**config.mk**
```make
export PLATFORM = sky130hd
export DESIGN_NAME = instruction_fetch
export DESIGN_NICKNAME = d
export VERILOG_FILES = /design/src/rtl/instruction_fetch.sv
export SDC_FILE = /design/constraint.sdc
export NUM_CORES = 1
export LEC_CHECK = 0
export ABC_CLOCK_PERIOD_IN_PS = 4000
export BUFFER_PORTS_ARGS = -buffer_cell sky130_fd_sc_hd__buf_2
export CORE_AREA = 10 10 99 101
export DETAILED_ROUTE_END_ITERATION = 8
export DIE_AREA = 0 0 109 111
export GPL_ROUTABILITY_DRIVEN = 0
export GPL_TIMING_DRIVEN = 1
export PLACE_DENSITY = 0.76
export SYNTH_ARGS = -nofsm -noshare
export SYNTH_HDL_FRONTEND = slang
export SYNTH_SLANG_ARGS = --single-unit
```
**constraint.sdc**
```tcl
create_clock -name clk -period 4 [get_ports clk]
set_clock_uncertainty 0.2 [all_clocks]
set_input_delay 0.2 -clock clk [delete_from_list [all_inputs] [get_ports clk]]
set_output_delay 0.2 -clock clk [all_outputs]
set_load 0.02 [all_outputs]
```
**src/rtl/instruction_fetch.sv**
```systemverilog
// Fetch stage: owns the PC, drives the instruction memory address and fills the
// IF/ID register. Handles stall, branch redirect, halt and a post-reset boot bubble.
module instruction_fetch #(
  parameter int unsigned  L        = 16,
  parameter logic [L-1:0] RESET_PC = '0
) (
  input  logic         clk,
  input  logic         rst_n,
  input  logic         stall,
  input  logic         branch_taken,
  input  logic [L-1:0] branch_target,
  input  logic         halt,
  output logic [L-1:0] instr_address,
  input  logic [L-1:0] instruction,
  output logic         if_id_valid,
  output logic [L-1:0] if_id_instruction,
  output logic [L-1:0] if_id_pc,
  output logic         align_err,
  output logic [L-1:0] fetch_count,
  output logic         halted
);

  typedef enum logic [1:0] {
    BOOT   = 2'd0,
    RUN    = 2'd1,
    HALTED = 2'd2
  } state_t;

  state_t state_q;
  state_t state_d;

  logic [L-1:0] pc_p0;
  logic         vld_p1;
  logic [L-1:0] instr_p1;
  logic [L-1:0] pc_p1;
  logic         align_err_q;
  logic [L-1:0] fetch_count_q;

  logic do_halt;
  logic do_branch;
  logic do_fetch;
  logic halted_o;

  function automatic logic [L-1:0] sat_inc(input logic [L-1:0] v);
    if (&v) return v;
    return v + L'(1);
  endfunction

  function automatic logic [L-1:0] align_pc(input logic [L-1:0] v);
    return {v[L-1:1], 1'b0};
  endfunction

  always_ff @(posedge clk or negedge rst_n) begin
    if (!rst_n) state_q <= BOOT;
    else        state_q <= state_d;
  end

  always_comb begin
    state_d = state_q;
    unique case (state_q)
      BOOT:    state_d = RUN;
      RUN:     if (halt) state_d = HALTED;
      HALTED:  state_d = HALTED;
      default: state_d = BOOT;
    endcase
  end

  // Priority within RUN: halt > branch > stall > normal fetch
  always_comb begin
    do_halt   = 1'b0;
    do_branch = 1'b0;
    do_fetch  = 1'b0;
    halted_o  = 1'b0;
    unique case (state_q)
      RUN: begin
        do_halt   = halt;
        do_branch = !halt && branch_taken;
        do_fetch  = !halt && !branch_taken && !stall;
      end
      HALTED:  halted_o = 1'b1;
      default: ;
    endcase
  end

  // Stage p0: program counter, presented combinationally to instruction memory
  always_ff @(posedge clk or negedge rst_n) begin
    if (!rst_n) begin
      pc_p0 <= RESET_PC;
    end else if (do_branch) begin
      pc_p0 <= align_pc(branch_target);
    end else if (do_fetch) begin
      pc_p0 <= pc_p0 + L'(2);
    end
  end

  // Stage p1: IF/ID register; branch and halt squash the in-flight fetch
  always_ff @(posedge clk or negedge rst_n) begin
    if (!rst_n) begin
      vld_p1        <= 1'b0;
      instr_p1      <= '0;
      pc_p1         <= '0;
      align_err_q   <= 1'b0;
      fetch_count_q <= '0;
    end else begin
      align_err_q <= do_branch && branch_target[0];
      if (do_fetch) begin
        vld_p1        <= 1'b1;
        instr_p1      <= instruction;
        pc_p1         <= pc_p0;
        fetch_count_q <= sat_inc(fetch_count_q);
      end else if (do_halt || do_branch) begin
        vld_p1 <= 1'b0;
      end
    end
  end

  assign instr_address     = pc_p0;
  assign if_id_valid       = vld_p1;
  assign if_id_instruction = instr_p1;
  assign if_id_pc          = pc_p1;
  assign align_err         = align_err_q;
  assign fetch_count       = fetch_count_q;
  assign halted            = halted_o;

endmodule

```
# Yosys cells after proc, flatten, opt, wreduce, memory -nomap -nowiden
# Index checks and enable logic that the tools add are counted.
[word_totals]
input_bits = 37
elab_cells = 39
register_bits = 68
[op_classes]
addsub = 2
eq_ne = 4
mux = 13
reduce_logical = 13
[op_table]
columns = ["operator", "count"]
rows = [
  ["$mux W16", 3],
  ["$add A16 B1 Y16 const B", 1],
  ["$add A16 B2 Y16 const B", 1],
  ["$reduce_and A16 Y1", 1],
  ["$mux W1", 8],
  ["$pmux W2 S3", 1],
  ["$logic_and A1 B1 Y1", 4],
  ["$ne A2 B2 Y1 const B", 2],
  ["$reduce_bool A2 Y1", 2],
  ["$logic_not A1 Y1", 3],
  ["$eq A2 B1 Y1 const B", 1],
  ["$eq A2 B2 Y1 const B", 1],
  ["$logic_not A2 Y1", 1],
  ["$mux W2", 1],
  ["$reduce_and A2 Y1", 1],
  ["$logic_or A1 B1 Y1", 1],
]

# Depth between registers and ports, before layout
# Gate-level depths: netlist of run 1.
[depth]
word_depth = 7
ltp_mapped = 8
ltp_nobuf = 6

# Worst setup path before layout of run 1
# Ideal clock, no wire load.
[synth_timing]
path_kind = "register -> register"
start = "register state_q[1]"
end = "register fetch_count_q[12] (netlist: fetch_count[12])"
setup_time_ns = 0.127
path_buffers = 0
required_ns = 3.673
arrival_time_ns = 1.974
period_less_slack_ns = 2.301
path_stages_with_launch = 7
path_slack_ns = 1.699
cell_sequence = "dfrtp_1 > inv_1 > ha_1 > or4b_4 > or4_4 > nor2_2 > mux2_1"
[synth_between]
elab_chain_cells = 3
[synth_lines]
columns = ["item", "line", "source"]
rows = [
  ["start: declaration", "29", "state_t state_q;"],
  ["start signal: assignment", "55", "else state_q <= state_d;"],
  ["$eq A2 B1 Y1", "74", "unique case (state_q)"],
  ["$mux W1", "74", ""],
  ["$reduce_and A2 Y1 (no source line)", "-", ""],
  ["end signal: assignment", "110", "fetch_count_q <= sat_inc(fetch_count_q);"],
  ["end: declaration", "37", "logic [L-1:0] fetch_count_q;"],
]
# Every way passes these cells.
# A chain may end at the register's enable or synchronous reset.

# Final worst setup path of run 1
[layout_timing]
start = "register state_q[1]"
end = "register pc_p0[15] (netlist: instr_address[15])"
[layout_between]
elab_chain_cells = 3
[layout_lines]
columns = ["item", "line", "source"]
rows = [
  ["$eq A2 B1 Y1 (*)", "74", ""],
  ["$mux W1", "74", ""],
  ["$mux W16 or $reduce_bool A2 Y1 (tied branches)", "-", ""],
  ["end signal: assignment", "90", "pc_p0 <= align_pc(branch_target);"],
  ["end signal: assignment", "92", "pc_p0 <= pc_p0 + L'(2);"],
  ["end: declaration", "32", "logic [L-1:0] pc_p0;"],
]
# Every way passes the cells marked *; elsewhere a longest branch is shown, timed or not.

==> flow_metrics.env, run 1 <==
export IMPL_critical_path_slowest_cell="sky130_fd_sc_hd__nor2_1"
export IMPL_fraction_of_the_cycle_the_final_worst_path_needs=0.733
export IMPL_crit_fanout=20
export IMPL_worst_pin_slew_ns=1.18
export IMPL_share_of_final_layout_standard_cells_stronger_than_drive_strength_1=0.272
export IMPL_tritoncts="built"
export IMPL_drt_drc=0
export IMPL_seq_power_share=0.407
export IMPL_viasPerCell=5.02
export IMPL_grt_pass1_wl_microns=15200
export IMPL_cts_num_sinks=66
export IMPL_m1WireLength_microns=3890
export IMPL_wl_met3_microns=740
export IMPL_power_share_switching=0.405
export IMPL_worstSetupEndpoint="instr_address[15]"
export IMPL_final_min_clock_period_ns=2.93
export IMPL_p_total_w=0.00275
export IMPL_yosys_warnings=0
export IMPL_start_kind="flop"
export IMPL_overflow_after_grt=0
export IMPL_cell_leakage_power_nw=2.13
export IMPL_rr_endpoint="instr_address[15]"
export IMPL_arrival_ns=3.00
export IMPL_rrSetupSlack_ns=1.07
export IMPL_placedCellCount=525
export IMPL_run_status="finished clean"
export IMPL_portBuffers=101
export IMPL_cts_path_max_buffers=2
export IMPL_nNetsFinal=507
export IMPL_min_delay_path_class="in2reg"
export IMPL_die_x_microns=109
export IMPL_detail_route_iter0_violations=112
export IMPL_floorplan_initialDensity=0.383
export IMPL_setup_repair_after_global_routing_missed_its_margin="no"
export IMPL_clock_root_buffer="sky130_fd_sc_hd__clkbuf_8"
export IMPL_critical_path_required_ns=4.07
export IMPL_max_stage_delay_on_crit_path_ns=0.91
export IMPL_wl_per_cell_microns=15.9
export IMPL_post_synth_num_cell_types=43
export IMPL_clock_fmax_mhz=341
export IMPL_half_perimeter_wire_length_after_placement_microns=6340
export IMPL_r2r_start="state_q[1]"
export IMPL_layoutNonFillerInstCount=576
export IMPL_clock_tree_htree_level_count=3
export IMPL_setup_violations_final=0
export IMPL_netSwitchingPower_w=0.00111
export IMPL_max_cap_violations=0
export IMPL_synth_cell_area_sq_um=3060
export IMPL_p_int_w=0.00163
export IMPL_number_of_filler_cells_placed_in_the_layout=731
export IMPL_post_route_util=0.529
export IMPL_drt_pass1_iterations=4
export IMPL_met2_length_microns=4470
export IMPL_yosys_register_bits=66
export IMPL_combinationalPowerShare=0.366
export IMPL_power_frac_clock=0.226
export IMPL_grt_start_max_net_pins=42
export IMPL_synth_edff_count=0
export IMPL_via_count_of_the_first_global_routing_pass=2977
export IMPL_place_ws_ns=1.27
export IMPL_antenna_found_initial=1
export IMPL_clkLatencyLatePin_ns=0.33
export IMPL_detailed_route_wire_length_microns=9180
export IMPL_detail_route_antenna_nets=0
export IMPL_worst_slew_margin_rel=0.212
export IMPL_hold_viol=0
export IMPL_setup_worst_path_class="reg2reg"
export IMPL_grt_total_usage=0.155
export IMPL_synth_sequential_area_ratio=0.541
export IMPL_number_of_buffers_added_by_the_clock_tree_synthesis_step=9
export IMPL_clkTransAtPathRegs_ns=0.08
export IMPL_fp_coreArea_sq_um=7970
export IMPL_route_top_layer_used="met4"
export IMPL_ys_dominant_reg_cell="sky130_fd_sc_hd__dfrtp_1"
export IMPL_max_vdd_ir_drop_mv=0.331
export IMPL_io_pin_count=104
export IMPL_avgSynthCellArea_sq_um=9.26
export IMPL_layout_setup_ws_ns=1.07
export IMPL_cts_setup_buffers=0
export IMPL_critical_path_endpoint_type="flop"
export IMPL_power_density_nw_per_um2=651
export IMPL_area_growth_synth_to_final_pct=38.0
export IMPL_synthesis_instances=330
export IMPL_dieArea_sq_um=12100
export IMPL_crit_chain="inv_1 > ha_1 > nand2b_1 > nor2_1 > a22oi_1 > o21ai_0 > dlygate4sd3_1"
export IMPL_final_setup_tns_ns=0
export IMPL_min_delay_start="stall"
export IMPL_row_count=33
export IMPL_die_h_microns=111
export IMPL_crit_start="state_q[1]"
export IMPL_maxSlewViolCount=0
export IMPL_routed_via_count=2889
export IMPL_ff2ff_path_depth=7
export IMPL_async_flop_share=1.00
-- through the flow --
step	hold WS [ns]	area [sq um]
4_1_cts	0.0276	4210
5_1_grt	0.0386	4220
3_5_place_dp	0.170	3650
2_1_floorplan	-0.296	3060
3_3_place_gp	0.162	3650
6_report	0.0378	4220
-- kinds of logic (layout without fill, tap and decap cells) --
| family | count (synthesis) | after routing | synth area share |
|---|---|---|---|
| buf+inv | 21 | 160 | 0.0291 |
| flops | 66 | 66 | 0.541 |
| other cells | 1 | 3 | 0.00123 |
| mux | 6 | 6 | 0.0229 |
| fa+ha+maj | 5 | 5 | 0.0205 |
| compound gates | 40 | 40 | 0.0831 |
| xor+xnor | 13 | 13 | 0.0373 |
| simple gates | 178 | 178 | 0.265 |
-- layout make-up --
cell class / count / area (sq um) / area share
Multi-Input combinational cell: 244 / 1330 / 0.314
Inverter: 7 / 26.3 / 0.00623
Clock buffer: 11 / 141 / 0.0335
Sequential cell: 66 / 1650 / 0.392
Tap cell: 105 / 131 / 0.0312
Antenna cell: 1 / 2.50 / 0.000593
Clock inverter: 5 / 77.6 / 0.0184
Timing Repair Buffer: 137 / 861 / 0.204
-- power groups by stage --
stage / registers [W] / logic, W / clock network [W]
floorplan: 0.00138 / 0.000328 / 0
global placement: 0.00111 / 0.000970 / 0
detailed placement: 0.00113 / 0.000992 / 0
CTS: 0.00112 / 0.00102 / 0.000635
global route: 0.00115 / 0.00111 / 0.000670
finish: 0.00112 / 0.00101 / 0.000622
-- metal layers --
layer,global-route usage,up-vias
met4,0.0536,0
met1,0.190,1397
met5,0,-
li1,-,1395
met2,0.245,89
met3,0.0523,8
-- registers in the layout (all words and copies together), names as in the netlist --
register	flops
fetch_count	16
state_q	2
if_id_pc	15
if_id_instruction	16
if_id_valid	1
instr_address	15
align_err	1
-- worst max-delay path, delay by kind of cell (launching register included) --
kind	cells	cell delay, ns
adder cells (fa/ha/maj)	1	0.24
buffers and inverters	2	0.66
AO/OA/AOI/OAI	2	0.31
AND/OR/NAND/NOR	2	1.06
flip-flops	1	0.39
-- worst min path at each step --
stage	to	cells after the start
floorplan	align_err	0
detailed placement	if_id_instruction[4]	1
global route	if_id_valid	3
global placement	if_id_instruction[3]	1
CTS	if_id_valid	3
finish	if_id_valid	3
-- synthesized netlist by cell type, drive strengths merged, types with 6 or more instances --
library cell | count | area (sq um)
a22oi | 7 | 52.6
clkbuf | 10 | 37.5
dfrtp | 66 | 1650
inv | 7 | 26.3
nand2 | 114 | 428
nand3 | 14 | 70.1
nand4 | 6 | 37.5
nor2 | 10 | 40.0
nor3 | 6 | 30.0
nor4 | 7 | 43.8
o21ai | 16 | 80.1
xnor2 | 7 | 61.3
xor2 | 6 | 52.6
-- cell usage in the layout, fill, tap and decap left out, types with 3 or more instances in the layout --
cell type                         n
sky130_fd_sc_hd__inv_1            7
sky130_fd_sc_hd__o211ai_1         3
sky130_fd_sc_hd__and2_1           3
sky130_fd_sc_hd__a22oi_1          7
sky130_fd_sc_hd__nor4_1           7
sky130_fd_sc_hd__mux2_2           3
sky130_fd_sc_hd__clkbuf_8        10
sky130_fd_sc_hd__nand3_1         14
sky130_fd_sc_hd__nand2_1        114
sky130_fd_sc_hd__buf_2          101
sky130_fd_sc_hd__o311ai_0         3
sky130_fd_sc_hd__nor2_1           9
sky130_fd_sc_hd__or4_1            4
sky130_fd_sc_hd__ha_1             5
sky130_fd_sc_hd__xnor2_1          7
sky130_fd_sc_hd__dfrtp_1         66
sky130_fd_sc_hd__xor2_1           6
sky130_fd_sc_hd__nor3_1           6
sky130_fd_sc_hd__a21oi_1          4
sky130_fd_sc_hd__o21ai_0         16
sky130_fd_sc_hd__dlygate4sd3_1   34
sky130_fd_sc_hd__nand4_1          6
-- timing repair --
action	CTS	global route
resized for setup	0	0
hold endpoints to repair	69	0
hold buffers	34	0
Power figures use the tool's default switching activity.
==> run 2: changes to the inputs <==
==> config.mk (replaced) <==
export PLATFORM = sky130hd
export DESIGN_NAME = instruction_fetch
export DESIGN_NICKNAME = d
export VERILOG_FILES = /design/src/rtl/instruction_fetch.sv
export SDC_FILE = /design/constraint.sdc
export NUM_CORES = 1
export LEC_CHECK = 0
export ABC_AREA = 1
export ABC_CLOCK_PERIOD_IN_PS = 2550
export BUFFER_PORTS_ARGS = -buffer_cell sky130_fd_sc_hd__buf_2
export CORE_AREA = 10 10 103 105
export DETAILED_ROUTE_END_ITERATION = 8
export DIE_AREA = 0 0 113 115
export GPL_ROUTABILITY_DRIVEN = 0
export GPL_TIMING_DRIVEN = 1
export PLACE_DENSITY = 0.78
export SYNTH_ARGS = -nofsm -noshare
export SYNTH_HDL_FRONTEND = slang
export SYNTH_SLANG_ARGS = --single-unit
==> constraint.sdc (replaced) <==
create_clock -name clk -period 2.55 [get_ports clk]
set_clock_uncertainty 0.2 [all_clocks]
set_input_delay 0.1275 -clock clk [delete_from_list [all_inputs] [get_ports clk]]
set_output_delay 0.1275 -clock clk [all_outputs]
set_load 0.02 [all_outputs]
==> flow_metrics.env, run 2 <==
export IMPL_crit_chain="inv_1 > ha_1 > nand2_2 > nor2_2 > nand2_4 > inv_2 > o21ai_2 > buf_4 > nand2_1 > o21ai_0"
export IMPL_share_of_final_layout_standard_cells_stronger_than_drive_strength_1=0.221
export IMPL_detail_route_antenna_nets=0
export IMPL_wl_per_cell_microns=14.4
export IMPL_post_synth_xor_area_fraction=0.0286
export IMPL_clock_tree_htree_level_count=3
export IMPL_ys_dominant_reg_cell="sky130_fd_sc_hd__dfrtp_1"
export IMPL_final_setup_tns_ns=0
export IMPL_hold_viol=0
export IMPL_start_kind="flop"
export IMPL_area_of_placed_instances_sq_um=3980
export IMPL_most_frequent_cells_in_the_layout="sky130_fd_sc_hd__nand2_1, sky130_fd_sc_hd__buf_2, sky130_fd_sc_hd__dfrtp_1"
export IMPL_arrival_ns=2.10
export IMPL_maxSlewViolCount=0
export IMPL_grt_total_usage=0.153
export IMPL_yosys_warnings=0
export IMPL_tritoncts="built"
export IMPL_avgSynthCellArea_sq_um=7.55
export IMPL_synth_cell_area_sq_um=3370
export IMPL_min_delay_path_class="in2reg"
export IMPL_worst_slew_margin_rel=0.536
export IMPL_grt_start_max_net_pins=39
export IMPL_critical_path_slowest_cell="sky130_fd_sc_hd__dfrtp_1"
export IMPL_layout_setup_ws_ns=0.456
export IMPL_fp_coreArea_sq_um=8550
export IMPL_setup_violations_final=0
export IMPL_netSwitchingPower_w=0.00187
export IMPL_io_pin_count=104
export IMPL_clock_root_buffer="sky130_fd_sc_hd__clkbuf_8"
export IMPL_synth_largest_area_cell="sky130_fd_sc_hd__dfrtp_1"
export IMPL_overflow_after_grt=0
export IMPL_synth_top_cells_by_area="sky130_fd_sc_hd__dfrtp_1, sky130_fd_sc_hd__nand2_1, sky130_fd_sc_hd__nand3_1"
export IMPL_detailed_route_wire_length_microns=10000
export IMPL_drt_drc=0
export IMPL_cts_setup_buffers=0
export IMPL_area_growth_synth_to_final_pct=32.6
export IMPL_number_of_filler_cells_placed_in_the_layout=810
export IMPL_synthMuxAreaShare=0
export IMPL_routed_via_count=3414
export IMPL_power_frac_clock=0.171
export IMPL_combinationalPowerShare=0.421
export IMPL_combinational_family_with_the_most_area_after_synthesis="simple AND/OR/NAND/NOR gates"
export IMPL_synth_simple_gate_area_share=0.339
export IMPL_clkLatencyLatePin_ns=0.33
export IMPL_run_status="finished clean"
export IMPL_nNetsFinal=627
export IMPL_half_perimeter_wire_length_after_placement_microns=7300
export IMPL_synthesis_instances=447
export IMPL_power_share_switching=0.437
export IMPL_post_synth_num_cell_types=30
export IMPL_row_count=34
export IMPL_n_antenna_cell=0
export IMPL_grt_util_met1=0.182
export IMPL_drt_pass1_iterations=4
export IMPL_placedCellCount=648
export IMPL_portBuffers=101
export IMPL_layout_commonest_cell="sky130_fd_sc_hd__nand2_1"
export IMPL_max_vdd_ir_drop_mv=0.359
export IMPL_final_min_clock_period_ns=2.09
export IMPL_cts_hold_repair_buffers=34
export IMPL_gr_usage_met2=0.255
export IMPL_clkTransAtPathRegs_ns=0.06
export IMPL_clock_fmax_mhz=478
export IMPL_crit_fanout=22
export IMPL_layout_cell_area_non_filler_sq_um=4470
export IMPL_cell_leakage_power_nw=2.41
export IMPL_place_ws_ns=0.446
export IMPL_yosys_register_bits=66
export IMPL_async_flop_share=1.00
export IMPL_layoutNonFillerInstCount=696
export IMPL_antenna_found_initial=0
export IMPL_synth_top_cell_area_share=0.489
export IMPL_synth_edff_count=0
export IMPL_fraction_of_the_cycle_the_final_worst_path_needs=0.821
export IMPL_setup_worst_path_class="reg2reg"
export IMPL_dieArea_sq_um=13000
export IMPL_power_density_nw_per_um2=957
export IMPL_seq_power_share=0.409
export IMPL_detail_route_iter0_violations=186
export IMPL_grt_pass1_wl_microns=16500
export IMPL_die_x_microns=113
export IMPL_synthMostInstantiatedCell="sky130_fd_sc_hd__nand2_1"
export IMPL_max_cap_violations=0
export IMPL_via_count_of_the_first_global_routing_pass=3390
export IMPL_cts_num_sinks=66
export IMPL_critical_path_required_ns=2.55
export IMPL_synth_sequential_area_ratio=0.489
export IMPL_synth_fa_ha_area_frac=0.0185
export IMPL_worst_pin_slew_ns=0.697
export IMPL_cts_resized=0
export IMPL_synth_top_cells_by_count="sky130_fd_sc_hd__nand2_1, sky130_fd_sc_hd__dfrtp_1, sky130_fd_sc_hd__nor2_1"
export IMPL_max_stage_delay_on_crit_path_ns=0.39
export IMPL_critical_path_endpoint_type="flop"
export IMPL_fin_hold_ws_ns=0.0186
export IMPL_number_of_buffers_added_by_the_clock_tree_synthesis_step=9
export IMPL_viasPerCell=4.91
export IMPL_setup_repair_after_global_routing_missed_its_margin="no"
export IMPL_floorplan_initialDensity=0.395
export IMPL_fraction_of_the_mapped_netlist_area_in_compound_gates=0.0564
export IMPL_die_h_microns=115
export IMPL_cts_path_max_buffers=2
export IMPL_p_int_w=0.00241
export IMPL_gr_usage_met3=0.0510
export IMPL_globalRoute_busiestLayer="met2"
run 2: final timing paths:
kind | from | to | slack [ns] | cells after the start
min reg2reg | if_id_instruction[10] | if_id_instruction[10] | 0.27 | 2
min | stall | instr_address[2] | 0.02 | 4
min in group asynchronous | rst_n | if_id_pc[11] | 0.18 | 2
max reg2reg | state_q[1] | fetch_count[2] | 0.46 | 10
max in group asynchronous | rst_n | fetch_count[12] | 1.33 | 3
max | state_q[1] | fetch_count[2] | 0.46 | 10
run 2: logic make-up (layout without fill, tap and decap cells):
logic type	count (synthesis)	in the layout
xor+xnor	11	11
flops	66	66
compound gates	35	35
buf+inv	50	190
fa+ha+maj	5	5
simple gates	279	279
other cells	1	2
run 2: worst max-delay path, delay by kind of cell (launching register included):
family | cells | cell delay (ns)
and+or+nand+nor | 4 | 0.56
AOI/OAI and AO/OA | 2 | 0.22
buffers and inverters | 3 | 0.43
DFF | 1 | 0.39
adders and majority gates | 1 | 0.18
run 2: area by class of cell:
class                           instances  area [sq um]  share of cell area
Clock buffer                           14           153              0.0341
Inverter                               35           131              0.0294
Multi-Input combinational cell        332          1500               0.335
Timing Repair Buffer                  141           903               0.202
Sequential cell                        66          1650               0.369
Tap cell                              108           135              0.0302
run 2: power groups by stage:
stage | Combinational (W) | Sequential, W | Clock (W)
final | 0.00180 | 0.00175 | 0.000730
after CTS | 0.00182 | 0.00174 | 0.000754
after global routing | 0.00200 | 0.00180 | 0.000798
after detailed placement | 0.00177 | 0.00175 | 0
after global placement | 0.00175 | 0.00174 | 0
after floorplan | 0.000688 | 0.00215 | 0
run 2: metrics by stage:
step            util  power (W)
4_1_cts        0.523    0.00431
6_report       0.523    0.00428
3_3_place_gp   0.465    0.00348
3_5_place_dp   0.465    0.00353
5_1_grt        0.523    0.00460
2_1_floorplan      -    0.00284
run 2: per-layer routing:
layer | part of all wire | wire length (microns)
met1 | 0.42 | 4240
met5 | 0 | 0
met3 | 0.082 | 823
met2 | 0.49 | 4860
met4 | 0.0093 | 93
==> run 3: changes to the inputs <==
--- a/config.mk
+++ b/config.mk
@@ -6,7 +6,7 @@
 export NUM_CORES = 1
 export LEC_CHECK = 0
 export ABC_AREA = 1
-export ABC_CLOCK_PERIOD_IN_PS = 2550
+export ABC_CLOCK_PERIOD_IN_PS = 1900
 export BUFFER_PORTS_ARGS = -buffer_cell sky130_fd_sc_hd__buf_2
 export CORE_AREA = 10 10 103 105
 export DETAILED_ROUTE_END_ITERATION = 8
==> constraint.sdc (replaced) <==
create_clock -name clk -period 1.9 [get_ports clk]
set_clock_uncertainty 0.2 [all_clocks]
set_input_delay 0.095 -clock clk [delete_from_list [all_inputs] [get_ports clk]]
set_output_delay 0.095 -clock clk [all_outputs]
set_load 0.02 [all_outputs]
==> flow_metrics.env, run 3 (synthesis results as in run 2) <==
export IMPL_run_status="finished clean"
export IMPL_critical_path_required_ns=1.94
export IMPL_share_of_final_layout_standard_cells_stronger_than_drive_strength_1=0.257
export IMPL_clkLatencyLatePin_ns=0.34
export IMPL_tritoncts="built"
export IMPL_antenna_found_initial=1
export IMPL_fraction_of_the_cycle_the_final_worst_path_needs=0.950
export IMPL_grt_pass1_wl_microns=17400
export IMPL_detail_route_antenna_nets=0
export IMPL_critical_path_endpoint_type="flop"
export IMPL_cts_path_max_buffers=2
export IMPL_drt_drc=0
export IMPL_dieArea_sq_um=13000
export IMPL_setup_violations_final=0
export IMPL_layout_setup_ws_ns=0.0959
export IMPL_grt_start_max_net_pins=67
export IMPL_layout_commonest_cell="sky130_fd_sc_hd__nand2_1"
export IMPL_placedCellCount=657
export IMPL_power_density_nw_per_um2=1280
export IMPL_floorplan_initialDensity=0.395
export IMPL_clock_root_buffer="sky130_fd_sc_hd__clkbuf_8"
export IMPL_die_h_microns=115
export IMPL_layoutNonFillerInstCount=715
export IMPL_detail_route_iter0_violations=235
export IMPL_grt_total_usage=0.163
export IMPL_io_pin_count=104
export IMPL_final_setup_tns_ns=0
export IMPL_crit_chain="inv_2 > ha_2 > nand2_2 > nor2_4 > nand2_4 > buf_4 > buf_4 > nand2_1 > nand2_1"
export IMPL_max_stage_delay_on_crit_path_ns=0.41
export IMPL_maxSlewViolCount=0
export IMPL_ff2ff_path_depth=9
export IMPL_max_cap_violations=0
export IMPL_drt_pass1_iterations=4
export IMPL_routed_via_count=3511
export IMPL_area_growth_synth_to_final_pct=37.4
export IMPL_die_x_microns=113
export IMPL_arrival_ns=1.84
export IMPL_crit_fanout=15
export IMPL_row_count=34
export IMPL_most_frequent_cells_in_the_layout="sky130_fd_sc_hd__nand2_1, sky130_fd_sc_hd__buf_2, sky130_fd_sc_hd__dfrtp_1"
export IMPL_final_min_clock_period_ns=1.80
export IMPL_cell_leakage_power_nw=2.49
export IMPL_portBuffers=101
export IMPL_via_count_of_the_first_global_routing_pass=3632
export IMPL_max_vdd_ir_drop_mv=0.447
export IMPL_start_kind="flop"
export IMPL_nNetsFinal=641
export IMPL_overflow_after_grt=0
export IMPL_number_of_buffers_added_by_the_clock_tree_synthesis_step=9
export IMPL_clkTransAtPathRegs_ns=0.07
export IMPL_critical_path_slowest_cell="sky130_fd_sc_hd__dfrtp_1"
export IMPL_place_ws_ns=-0.00366
export IMPL_cts_num_sinks=66
export IMPL_half_perimeter_wire_length_after_placement_microns=7410
export IMPL_clock_fmax_mhz=554
export IMPL_clock_tree_htree_level_count=3
export IMPL_fp_coreArea_sq_um=8550
export IMPL_hold_viol=0
export IMPL_viasPerCell=4.91
export IMPL_wl_per_cell_microns=14.5
export IMPL_cells_on_worst_hold_path=6
export IMPL_setup_worst_path_class="reg2reg"
export IMPL_detailed_route_wire_length_microns=10400
export IMPL_min_delay_path_class="in2reg"
export IMPL_setup_repair_after_global_routing_missed_its_margin="yes"
-- run 3: changes by cell type in the layout (fill, tap and decap cells not counted), moves of 2 or more --
cell / delta
sky130_fd_sc_hd__clkbuf_1: -2
sky130_fd_sc_hd__dfrtp_1: -2
sky130_fd_sc_hd__inv_1: -2
sky130_fd_sc_hd__nand2_2: +2
sky130_fd_sc_hd__clkbuf_8: +2
sky130_fd_sc_hd__buf_4: +12
sky130_fd_sc_hd__dfrtp_2: +2
sky130_fd_sc_hd__diode_2: +3
sky130_fd_sc_hd__clkinv_2: +2
sky130_fd_sc_hd__nor2_1: -2
-- run 3: path summary, 6_finish.rpt --
| path | from | to | slack (ns) |
|---|---|---|---|
| min | branch_taken | instr_address[14] | 0.02 |
| min reg2reg | if_id_instruction[6] | if_id_instruction[6] | 0.27 |
| max in group asynchronous | rst_n | fetch_count[0] | 1.09 |
| max reg2reg | state_q[1] | if_id_instruction[13] | 0.1 |
| min in group asynchronous | rst_n | instr_address[4] | 0.10 |
| max | state_q[1] | if_id_instruction[13] | 0.1 |
-- run 3: layout make-up --
type	count	area, sq um
diodes	3	7.51
clock inverters	2	10.0
fillers	801	3910
multi-input cells	333	1520
clock buffers	14	173
well taps	108	135
repair buffers	154	1000
flip-flops and latches	66	1650
inverters	35	134
-- run 3: stage by stage --
stage	hold WS (ns)	power [W]	instance area, sq um	utilization
2_1_floorplan	-0.401	0.00381	3380	-
3_3_place_gp	-0.0641	0.00471	4050	0.473
4_1_cts	0.0332	0.00597	4600	0.538
5_1_grt	0.0783	0.00641	4630	0.542
6_report	0.0234	0.00595	4640	0.542
3_5_place_dp	-0.0556	0.00479	4050	0.473
-- run 3: timing repair --
| action | CTS | global route |
|---|---|---|
| pin swaps | 2 | 1 |
| hold buffers | 35 | 0 |
| gates cloned | 1 | 0 |
| endpoints found under the hold margin | 105 | 0 |
| setup buffers | 1 | 2 |
| gates resized for setup | 1 | 9 |
| endpoints found under the setup margin | 2 | 26 |
-- run 3: worst max-delay path, delay by kind of cell, from the launching register on --
| family | cells | cell delay, ns |
|---|---|---|
| simple gates | 5 | 0.46 |
| flops | 1 | 0.41 |
| buf+inv | 3 | 0.45 |
| fa+ha+maj | 1 | 0.18 |
-- run 3: report_power, final --
group / internal (W) / total (W) / switching [W] / leakage [nW]
sequential: 0.00191 / 0.00236 / 0.000443 / 0.856
clock: 0.000578 / 0.00110 / 0.000521 / 0.0965
combinational: 0.000881 / 0.00250 / 0.00162 / 1.54
-- run 3: metal layers --
metal | GRT usage | vias to the layer above | wire length, microns
li1 | - | 1706 | -
met1 | 0.186 | 1642 | 4160
met2 | 0.273 | 139 | 5120
met3 | 0.0589 | 24 | 907
met4 | 0.0626 | 0 | 199
met5 | 0 | - | 0
